==> config.mk <==
export PLATFORM = sky130hd
export DESIGN_NAME = alu_arbiter4
export DESIGN_NICKNAME = d
export VERILOG_FILES = /design/src/rtl/alu_arbiter4.sv
export SDC_FILE = /design/constraint.sdc
export NUM_CORES = 1
export LEC_CHECK = 0
export BUFFER_PORTS_ARGS = -buffer_cell sky130_fd_sc_hd__buf_2
export CORE_MARGIN = 3
export CORE_UTILIZATION = 50
export DETAILED_ROUTE_END_ITERATION = 7
export MAX_ROUTING_LAYER = met4
export PLACE_DENSITY = 0.86
export SYNTH_ARGS = -nofsm -noshare
export SYNTH_HDL_FRONTEND = slang
export SYNTH_SLANG_ARGS = --single-unit
==> constraint.sdc <==
create_clock -name clk -period 2.2 [get_ports clk]
set_input_delay 0.11 -clock clk [delete_from_list [all_inputs] [get_ports clk]]
set_output_delay 0.11 -clock clk [all_outputs]
set_load 0.05 [all_outputs]
==> src/rtl/alu_arbiter4.sv <==
// Four-way round-robin arbiter with a hold-time limit, driving a shared mux4 of operands.
// Grant, select and valid are registered; the muxed data output is combinational.
module alu_arbiter4 #(
    parameter int WIDTH    = 4,
    parameter int MAX_HOLD = 8
) (
    input  logic             clk,
    input  logic             rst_n,
    input  logic [3:0]       req,
    input  logic [WIDTH-1:0] a,
    input  logic [WIDTH-1:0] b,
    input  logic [WIDTH-1:0] c,
    input  logic [WIDTH-1:0] d,
    output logic [3:0]       gnt,
    output logic [1:0]       select,
    output logic             valid,
    output logic [WIDTH-1:0] out
);

    typedef enum logic [0:0] {ST_IDLE = 1'b0, ST_GRANT = 1'b1} state_t;
    typedef enum logic [2:0] {
        ACT_STAY    = 3'd0,
        ACT_NEW     = 3'd1,
        ACT_HOLD    = 3'd2,
        ACT_RENEW   = 3'd3,
        ACT_RELEASE = 3'd4
    } act_t;

    localparam logic [7:0] HOLD_LAST = 8'(MAX_HOLD - 1);

    state_t     r_state, w_state_nxt;
    act_t       w_act;
    logic [1:0] r_ptr, w_ptr_nxt;
    logic [7:0] r_hcnt, w_hcnt_nxt;
    logic [3:0] r_gnt, w_gnt_nxt;
    logic [1:0] r_select, w_select_nxt;
    logic       r_valid, w_valid_nxt;
    logic       w_win_found;
    logic [1:0] w_win_idx;
    logic       w_own_req;
    logic       w_others;
    logic       w_timeout;

    function automatic logic [3:0] onehot4(input logic [1:0] idx);
        return 4'b0001 << idx;
    endfunction

    // Round-robin scan: descending offsets so the smallest offset from ptr is kept last.
    always_comb begin
        w_win_found = 1'b0;
        w_win_idx   = r_ptr;
        for (int k = 3; k >= 0; k--) begin
            if (req[r_ptr + 2'(k)]) begin
                w_win_found = 1'b1;
                w_win_idx   = r_ptr + 2'(k);
            end else begin
                w_win_found = w_win_found;
            end
        end
    end

    assign w_own_req = req[r_select];
    assign w_others  = |(req & ~r_gnt);
    assign w_timeout = (r_hcnt == HOLD_LAST);

    // Decide what this edge does to the grant; the owner is always last in scan order on timeout.
    always_comb begin
        w_act = ACT_STAY;
        case (r_state)
            ST_IDLE: begin
                if (w_win_found) w_act = ACT_NEW;
                else             w_act = ACT_STAY;
            end
            ST_GRANT: begin
                if (!w_own_req) begin
                    if (w_win_found) w_act = ACT_NEW;
                    else             w_act = ACT_RELEASE;
                end else if (!w_timeout) begin
                    w_act = ACT_HOLD;
                end else if (w_others) begin
                    w_act = ACT_NEW;
                end else begin
                    w_act = ACT_RENEW;
                end
            end
            default: w_act = ACT_RELEASE;
        endcase
    end

    // Next-state and next-output values for the chosen action.
    always_comb begin
        w_state_nxt  = r_state;
        w_ptr_nxt    = r_ptr;
        w_hcnt_nxt   = r_hcnt;
        w_gnt_nxt    = r_gnt;
        w_select_nxt = r_select;
        w_valid_nxt  = r_valid;
        case (w_act)
            ACT_NEW: begin
                w_state_nxt  = ST_GRANT;
                w_ptr_nxt    = w_win_idx + 2'd1;
                w_hcnt_nxt   = 8'd0;
                w_gnt_nxt    = onehot4(w_win_idx);
                w_select_nxt = w_win_idx;
                w_valid_nxt  = 1'b1;
            end
            ACT_HOLD:  w_hcnt_nxt = r_hcnt + 8'd1;
            ACT_RENEW: w_hcnt_nxt = 8'd0;
            ACT_STAY:  w_hcnt_nxt = r_hcnt;
            default: begin
                w_state_nxt  = ST_IDLE;
                w_hcnt_nxt   = 8'd0;
                w_gnt_nxt    = 4'b0000;
                w_select_nxt = 2'd0;
                w_valid_nxt  = 1'b0;
            end
        endcase
    end

    // State and output registers, cleared immediately by reset.
    always_ff @(posedge clk or negedge rst_n) begin
        if (!rst_n) begin
            r_state  <= ST_IDLE;
            r_ptr    <= 2'd0;
            r_hcnt   <= 8'd0;
            r_gnt    <= 4'b0000;
            r_select <= 2'd0;
            r_valid  <= 1'b0;
        end else begin
            r_state  <= w_state_nxt;
            r_ptr    <= w_ptr_nxt;
            r_hcnt   <= w_hcnt_nxt;
            r_gnt    <= w_gnt_nxt;
            r_select <= w_select_nxt;
            r_valid  <= w_valid_nxt;
        end
    end

    // Shared operand mux, forced to zero when nothing is granted.
    always_comb begin
        out = '0;
        if (r_valid) begin
            case (r_select)
                2'd0:    out = a;
                2'd1:    out = b;
                2'd2:    out = c;
                2'd3:    out = d;
                default: out = '0;
            endcase
        end else begin
            out = '0;
        end
    end

    assign gnt    = r_gnt;
    assign select = r_select;
    assign valid  = r_valid;

endmodule

==> flow_summary.rst, run 1 <==
.. list-table::
   :header-rows: 1

   * - Metric
     - Value
   * - Placeable core area
     - 2020 um2
   * - Clk slew on worst S/H paths
     - 0.10 ns
   * - Relative slew slack
     - 0.745
   * - Xor/xnor cell area share of the yosys netlist
     - 0
   * - Count of cell instances traversed by the critical path
     - 5
   * - Timing startpoint of the critical path
     - r_hcnt[5]$_DFFE_PN0N_
   * - Shortest period the worst path allows
     - 2.11 ns
   * - Ranking of synthesized cells by area
     - sky130_fd_sc_hd__dfrtp_1 (39%), sky130_fd_sc_hd__mux4_2 (8.3%), sky130_fd_sc_hd__ha_1 (5.7%)
   * - Synthesized-area fraction occupied by and/or/nand/nor cells
     - 0.200
   * - Post-synth top area share
     - 0.390
   * - Pwr per Cell Area
     - 1270 nW/um2
   * - Number of buffers inserted for hold repair after clock tree synthesis
     - 1
   * - Kind of cell adding the most delay to the critical path
     - simple AND/OR/NAND/NOR gates
   * - Y dimension of the die
     - 52.7 um
   * - Startpoint kind of the worst setup timing path
     - flip-flop
   * - Internal reg-to-reg setup slack
     - 0.09 ns
   * - Maximum achievable frequency
     - 474 MHz
   * - Via count of the first global-routing pass
     - 939
   * - Main combinational cell family by area after synthesis
     - compound AO/OA/AOI/OAI gates
   * - Total number of yosys warnings
     - 0
   * - NumNets Final
     - 171
   * - Clock tree buffer depth
     - 2
   * - Cell count after synthesis
     - 108
   * - Commonest non-fill, non-tap cells in the layout
     - sky130_fd_sc_hd__buf_2 (32), sky130_fd_sc_hd__dfrtp_1 (17), sky130_fd_sc_hd__o21ai_0 (9), sky130_fd_sc_hd__nand2_1 (8), sky130_fd_sc_hd__nor2_1 (7)
   * - Proportion of synthesized area in mux cells
     - 0.101
   * - Number of enable-type register cells in the synthesized netlist
     - 0
   * - Initial antenna violation count
     - 0
   * - Worst setup path category
     - flip-flop to flip-flop
   * - Number of detailed-route iterations in the first pass
     - 4
   * - Final core utilization
     - 0.646
   * - Count of different cell masters after synthesis
     - 33
   * - Placer congestion estimate
     - 0.847
   * - Max capacitance violation total
     - 0
   * - Share of async-settable or async-resettable flops after synthesis
     - 1.00
   * - Starting Density
     - 0.540
   * - Number of nets produced by synthesis
     - 135
   * - Fill count
     - 170
   * - Die span in x
     - 52.7 um
   * - Seq/Total Area, Yosys
     - 0.390
   * - Post-synth top flop
     - sky130_fd_sc_hd__dfrtp_1
   * - Avg Vias per Cell
     - 5.88
   * - Root buffer cell
     - sky130_fd_sc_hd__clkbuf_4
   * - Input/output buffers
     - 32
   * - Crit path cell chain
     - or4_1, or3_4, o21ai_4, and2_1, a22o_1
   * - CTS H-tree lvls
     - 1
   * - # setup viols final
     - 0
   * - Routed vias
     - 1,000
   * - Clock skew
     - 0.00390 ns
   * - Data arrival at the endpoint of the critical path
     - 2.35 ns
   * - Slowest stage cell, crit path
     - sky130_fd_sc_hd__or4_1
   * - Post-place setup slack
     - 0.139 ns
   * - Endpoint of the lowest-slack register-to-register path
     - gnt[2]$_DFFE_PN0N_
   * - Post-DP HPWL
     - 1990 um
   * - Class of the worst hold path
     - primary input to flip-flop
   * - WHS
     - 0.237 ns
   * - Final slew viol count
     - 0
   * - DRC violation total after the first TritonRoute iteration
     - 33
   * - Slowest stage delay, CP
     - 0.52 ns
   * - Number of CTS-inserted buffers
     - 3
   * - Post-layout total power
     - 0.00165 W
   * - Detail-routed net length per standard cell
     - 15.1 um
   * - Cells resized by post-CTS repair
     - 0
   * - Synth Cell Area
     - 1090 um2
   * - Final hold vios
     - 0
   * - Critical Path RT
     - 2.44 ns
   * - Antenna Cells
     - 0
   * - DRT antenna net count
     - 0
   * - Maximum number of pins on one net before global-route repair
     - 18
   * - Post-detailed-routing wire length
     - 2570 um
   * - Number of cells traversed by the worst register-to-register path
     - 5
   * - Post-route fraction of the period consumed by the critical path
     - 0.958
   * - Post-CTS Repair Setup Buffers
     - 0
   * - Drt drc
     - 0
   * - Worst setup margin
     - 0.0921 ns
   * - Synthesized area per cell
     - 10.1 um2
   * - Type of destination of the critical path
     - flip-flop
   * - Synthesized-area fraction occupied by ao, oa, aoi and oai cells
     - 0.220
   * - Remaining Overflow, GRT
     - 0
   * - Worst IR drop on VDD
     - 0.00104 V
   * - Clock tree from TritonCTS
     - done
   * - Full die area
     - 2780 um2
   * - Clock latency on the worst-skew pair
     - 0.29 ns
   * - Library cell occupying the most area in the post-synthesis netlist
     - sky130_fd_sc_hd__dfrtp_1
   * - Number of clock sinks seen by CTS
     - 17
   * - Worst path bufs/invs
     - 0
   * - Peak fanout along the critical path
     - 8
   * - Least-Margin Pin Slew
     - 0.372 ns
   * - Site Rows
     - 16
   * - Result of the run
     - finished clean
   * - #FFs+latches synth
     - 17
   * - Synth-to-Final Area Change
     - 19.7%
   * - Num ports
     - 33
   * - Reg-to-reg critical path startpoint
     - r_hcnt[5]$_DFFE_PN0N_
   * - Most common cell after layout, fill and taps aside
     - sky130_fd_sc_hd__buf_2
   * - Area used by sequential logic in the layout
     - 425 um2
   * - Standby leakage power
     - 0.664 nW
   * - Total global-route track usage
     - 0.203
   * - Capture point of the critical path
     - gnt[2]$_DFFE_PN0N_
   * - Adder-cell share of the synthesized area
     - 0.0573
   * - Wire length of the first global-routing pass
     - 4010 um
   * - Final total negative setup slack
     - 0 ns
   * - Share of layout cells above drive strength 1
     - 0.322
   * - Multi-input logic area
     - 631 um2
   * - Unrepaired setup endpoints after global routing
     - no
## state kept, by name (all words and copies together), names as in the netlist
register / count
r_ptr: 2
select: 2
gnt: 4
r_hcnt: 8
valid: 1
## worst min path at each step
stage,from,to,slack (ns),cells past startpoint
floorplan,rst_n,gnt[0]$_DFFE_PN0N_,-0.19,0
global placement,rst_n,r_hcnt[0]$_DFFE_PN0N_,0.04,1
detailed placement,rst_n,r_hcnt[0]$_DFFE_PN0N_,0.04,1
CTS,req[2],valid$_DFFE_PN0N_,0.23,3
global route,req[0],valid$_DFFE_PN0N_,0.26,3
finish,req[2],valid$_DFFE_PN0N_,0.24,3
## final cells by class
class / instances / area share
tap: 27 / 0.0259
inverter: 5 / 0.0144
timing repair buffer: 33 / 0.130
multi-input combinational: 84 / 0.483
clock buffer: 3 / 0.0172
clock inverter: 1 / 0.00383
sequential: 17 / 0.326
## where the power goes
group	leakage [nW]	total (W)	internal, W	switching, W
clock network	0.0177	0.000170	0.0000677	0.000102
logic	0.428	0.000970	0.000354	0.000617
registers	0.219	0.000514	0.000399	0.000115
total	0.664	0.00165	0.000820	0.000834
## kinds of logic after synthesis
kind of cell             Yosys count
AND/OR/NAND/NOR                   41
AO/OA/AOI/OAI                     32
flip-flops                        17
buffers and inverters              7
multiplexers                       6
adder cells (fa/ha/maj)            5
## Yosys cell counts, drive strengths merged (2+ instances only)
library cell   n
dfrtp         17
buf            2
o21ai         10
nor3           3
ha             5
nand3          4
a21o           3
a22o           6
and3           3
nor2b          2
mux2i          2
mux4           4
a21oi          5
nor2           7
nand2          8
nand2b         4
inv            5
and2           5
## worst register-to-register path, cell delays in order, from the launching register on
cell and delay (ns):
sky130_fd_sc_hd__dfrtp_1 0.44, sky130_fd_sc_hd__or4_1 0.52, sky130_fd_sc_hd__or3_4 0.38, sky130_fd_sc_hd__o21ai_4 0.19
sky130_fd_sc_hd__and2_1 0.33, sky130_fd_sc_hd__a22o_1 0.20
## metal layers
metal,routed length (um),track usage,vias up
met5,0,-,-
met4,40,0.0851,0
met3,192,0.0199,4
met2,1260,0.355,49
met1,1080,0.236,475
li1,-,-,472
## per-stage QoR
step                cell area (um2)  cells
CTS                            1310    170
detailed placement             1270    165
finish                         1310    170
global placement               1270    165
global route                   1310    170
floorplan                      1090    108
No activity file was read; power rests on OpenSTA's default activity.
==> run 2, diff against run 1 <==
Settings changed: REMOVE_ABC_BUFFERS from default to 1.
==> flow_summary.rst, run 2 (same netlist as run 1, synthesis figures left out) <==
.. list-table::
   :header-rows: 1

   * - Metric
     - Value
   * - Class of the worst hold path
     - primary input to flip-flop
   * - Most common cell after layout, fill and taps aside
     - sky130_fd_sc_hd__buf_2
   * - Initial antenna violation count
     - 0 (unchanged)
   * - Crit path cell chain
     - or4_1, or3_4, o21ai_4, and2_1, a22o_1
   * - Placeable core area
     - 2020 um2 (unchanged)
   * - Post-place setup slack
     - 0.155 ns (+0.0161 ns)
   * - Fill count
     - 157 (-7.6%)
   * - Cell-internal power
     - 0.000823 W (+0.34%)
   * - Routed vias
     - 1,002 (+0.20%)
   * - Post-DP HPWL
     - 2030 um (+2.0%)
   * - NumNets Final
     - 171 (unchanged)
   * - Startpoint kind of the worst setup timing path
     - flip-flop
   * - Cells resized by post-CTS repair
     - 0 (unchanged)
   * - Synth-to-Final Area Change
     - 19.6% (about the same)
   * - Final hold vios
     - 0 (unchanged)
   * - # setup viols final
     - 0 (unchanged)
   * - Site Rows
     - 16 (unchanged)
   * - NetSw
     - 0.000811 W (-2.7%)
   * - Part of the total power dissipated in combinational logic
     - 0.589 (+0.002)
   * - Clock tree buffer depth
     - 2 (unchanged)
   * - Input/output buffers
     - 32 (unchanged)
   * - CTS H-tree lvls
     - 1 (unchanged)
   * - Pwr per Cell Area
     - 1250 nW/um2 (-1.1%)
   * - Slowest stage cell, crit path
     - sky130_fd_sc_hd__or4_1
   * - Drt drc
     - 0 (unchanged)
   * - Post-CTS Repair Setup Buffers
     - 0 (unchanged)
   * - Final slew viol count
     - 0 (unchanged)
   * - Worst setup path category
     - flip-flop to flip-flop
   * - Starting Density
     - 0.540 (unchanged)
   * - Clock tree from TritonCTS
     - done
   * - Most flop-heavy register
     - r_hcnt
   * - Share of layout cells above drive strength 1
     - 0.315 (-0.00699)
   * - Least-Margin Pin Slew
     - 0.403 ns (+0.0302 ns)
   * - Wire length of the first global-routing pass
     - 4060 um (+1.2%)
   * - Standby leakage power
     - 0.662 nW (-0.41%)
   * - Placer congestion estimate
     - 0.836 (-1.4%)
   * - Number of buffers inserted for hold repair after clock tree synthesis
     - 1 (unchanged)
   * - Number of flip-flops under the largest register name
     - 8 (unchanged)
   * - Peak fanout along the critical path
     - 8 (unchanged)
   * - DRC violation total after the first TritonRoute iteration
     - 21 (-36%)
   * - Maximum number of pins on one net before global-route repair
     - 18 (unchanged)
   * - Remaining Overflow, GRT
     - 0 (unchanged)
   * - Root buffer cell
     - sky130_fd_sc_hd__clkbuf_4
   * - Result of the run
     - finished clean
   * - Shortest period the worst path allows
     - 2.07 ns (-0.0392 ns)
   * - Number of detailed-route iterations in the first pass
     - 4 (unchanged)
   * - Post-detailed-routing wire length
     - 2560 um (-0.12%)
   * - Avg Vias per Cell
     - 5.89 (+0.20%)
   * - Total global-route track usage
     - 0.204 (+0.000857)
   * - Sequential share of power
     - 0.311 (about the same)
   * - Slowest stage delay, CP
     - 0.53 ns (about the same)
   * - Relative slew slack
     - 0.732 (-0.0137)
   * - Critical Path RT
     - 2.44 ns (about the same)
   * - Cell area after placement
     - 1270 um2 (unchanged)
   * - Final total negative setup slack
     - 0 ns (unchanged)
   * - Die span in x
     - 52.7 um (unchanged)
   * - Maximum achievable frequency
     - 483 MHz (+1.9%)
   * - Y dimension of the die
     - 52.7 um (unchanged)
   * - Data arrival at the endpoint of the critical path
     - 2.30 ns (-0.05 ns)
   * - Summed area of non-filler cells in the final layout
     - 1310 um2 (about the same)
   * - WHS
     - 0.226 ns (-0.0115 ns)
   * - Worst setup margin
     - 0.131 ns (+0.0392 ns)
   * - Clock skew
     - 0.00816 ns (+0.00426 ns)
   * - Worst IR drop on VDD
     - 0.000873 V (-16%)
   * - Commonest non-fill, non-tap cells in the layout
     - sky130_fd_sc_hd__buf_2 (32), sky130_fd_sc_hd__dfrtp_1 (17), sky130_fd_sc_hd__o21ai_0 (9), sky130_fd_sc_hd__nand2_1 (8), sky130_fd_sc_hd__nor2_1 (7)
   * - Clock latency on the worst-skew pair
     - 0.29 ns (about the same)
   * - Num ports
     - 33 (unchanged)
   * - Net Sw Frac
     - 0.497 (-0.00771)
   * - DRT antenna net count
     - 0 (unchanged)
   * - Antenna Cells
     - 0 (unchanged)
   * - Clock Power Share
     - 0.100 (-0.003)
   * - Full die area
     - 2780 um2 (unchanged)
   * - Number of clock sinks seen by CTS
     - 17 (unchanged)
   * - Via count of the first global-routing pass
     - 959 (+2.1%)
   * - Area used by sequential logic in the layout
     - 425 um2 (unchanged)
   * - Clk slew on worst S/H paths
     - 0.10 ns (about the same)
   * - Type of destination of the critical path
     - flip-flop
   * - Number of CTS-inserted buffers
     - 3 (unchanged)
   * - Detail-routed net length per standard cell
     - 15.1 um (-0.12%)
   * - Post-route fraction of the period consumed by the critical path
     - 0.940 (-0.0178)
   * - Multi-input logic area
     - 631 um2 (unchanged)
   * - Unrepaired setup endpoints after global routing
     - no
   * - Max capacitance violation total
     - 0 (unchanged)
run 2: metrics by stage:
| step | total power (W) | utilization | std cells |
|---|---|---|---|
| 4_1_cts | 0.00165 | 0.645 | 170 |
| 6_report | 0.00163 | 0.645 | 170 |
| 2_1_floorplan | 0.00125 | - | 106 |
| 5_1_grt | 0.00174 | 0.645 | 170 |
| 3_3_place_gp | 0.00144 | 0.627 | 165 |
| 3_5_place_dp | 0.00148 | 0.627 | 165 |
run 2: worst max-delay path: cells and delay by family (launching register included):
family	cells	cell delay [ns]
AOI/OAI and AO/OA	2	0.38
DFF	1	0.42
and+or+nand+nor	3	1.22
run 2: final cells by class:
type | instances | area share
inverters | 5 | 0.0144
repair buffers | 33 | 0.130
multi-input cells | 84 | 0.483
well taps | 27 | 0.0259
clock buffers | 4 | 0.0201
flip-flops and latches | 17 | 0.326
run 2: power by group through the flow:
stage	combinational, W	sequential [W]	clock (W)
after floorplan	0.000604	0.000645	0
after global placement	0.000930	0.000511	0
after detailed placement	0.000962	0.000517	0
after CTS	0.000968	0.000510	0.000168
after global routing	0.00104	0.000526	0.000181
final	0.000962	0.000508	0.000164
run 2: final timing paths:
kind	cells past startpoint	end	from	slack, ns
worst max-delay path	5	gnt[3]$_DFFE_PN0N_	r_hcnt[3]$_DFFE_PN0N_	0.13
worst min-delay path	3	valid$_DFFE_PN0N_	req[1]	0.23
worst max register to register	5	gnt[3]$_DFFE_PN0N_	r_hcnt[3]$_DFFE_PN0N_	0.13
worst min register to register	1	r_hcnt[7]$_DFFE_PN0N_	r_hcnt[7]$_DFFE_PN0N_	0.51
max in group asynchronous	2	r_hcnt[7]$_DFFE_PN0N_	rst_n	1.68
min in group asynchronous	2	gnt[0]$_DFFE_PN0N_	rst_n	0.25
run 2: layer usage:
layer	vias up	share of wire	GRT usage
li1	472	-	-
met1	482	0.41	0.219
met2	44	0.49	0.362
met3	4	0.078	0.0427
met4	0	0.018	0.0851
met5	-	0	-
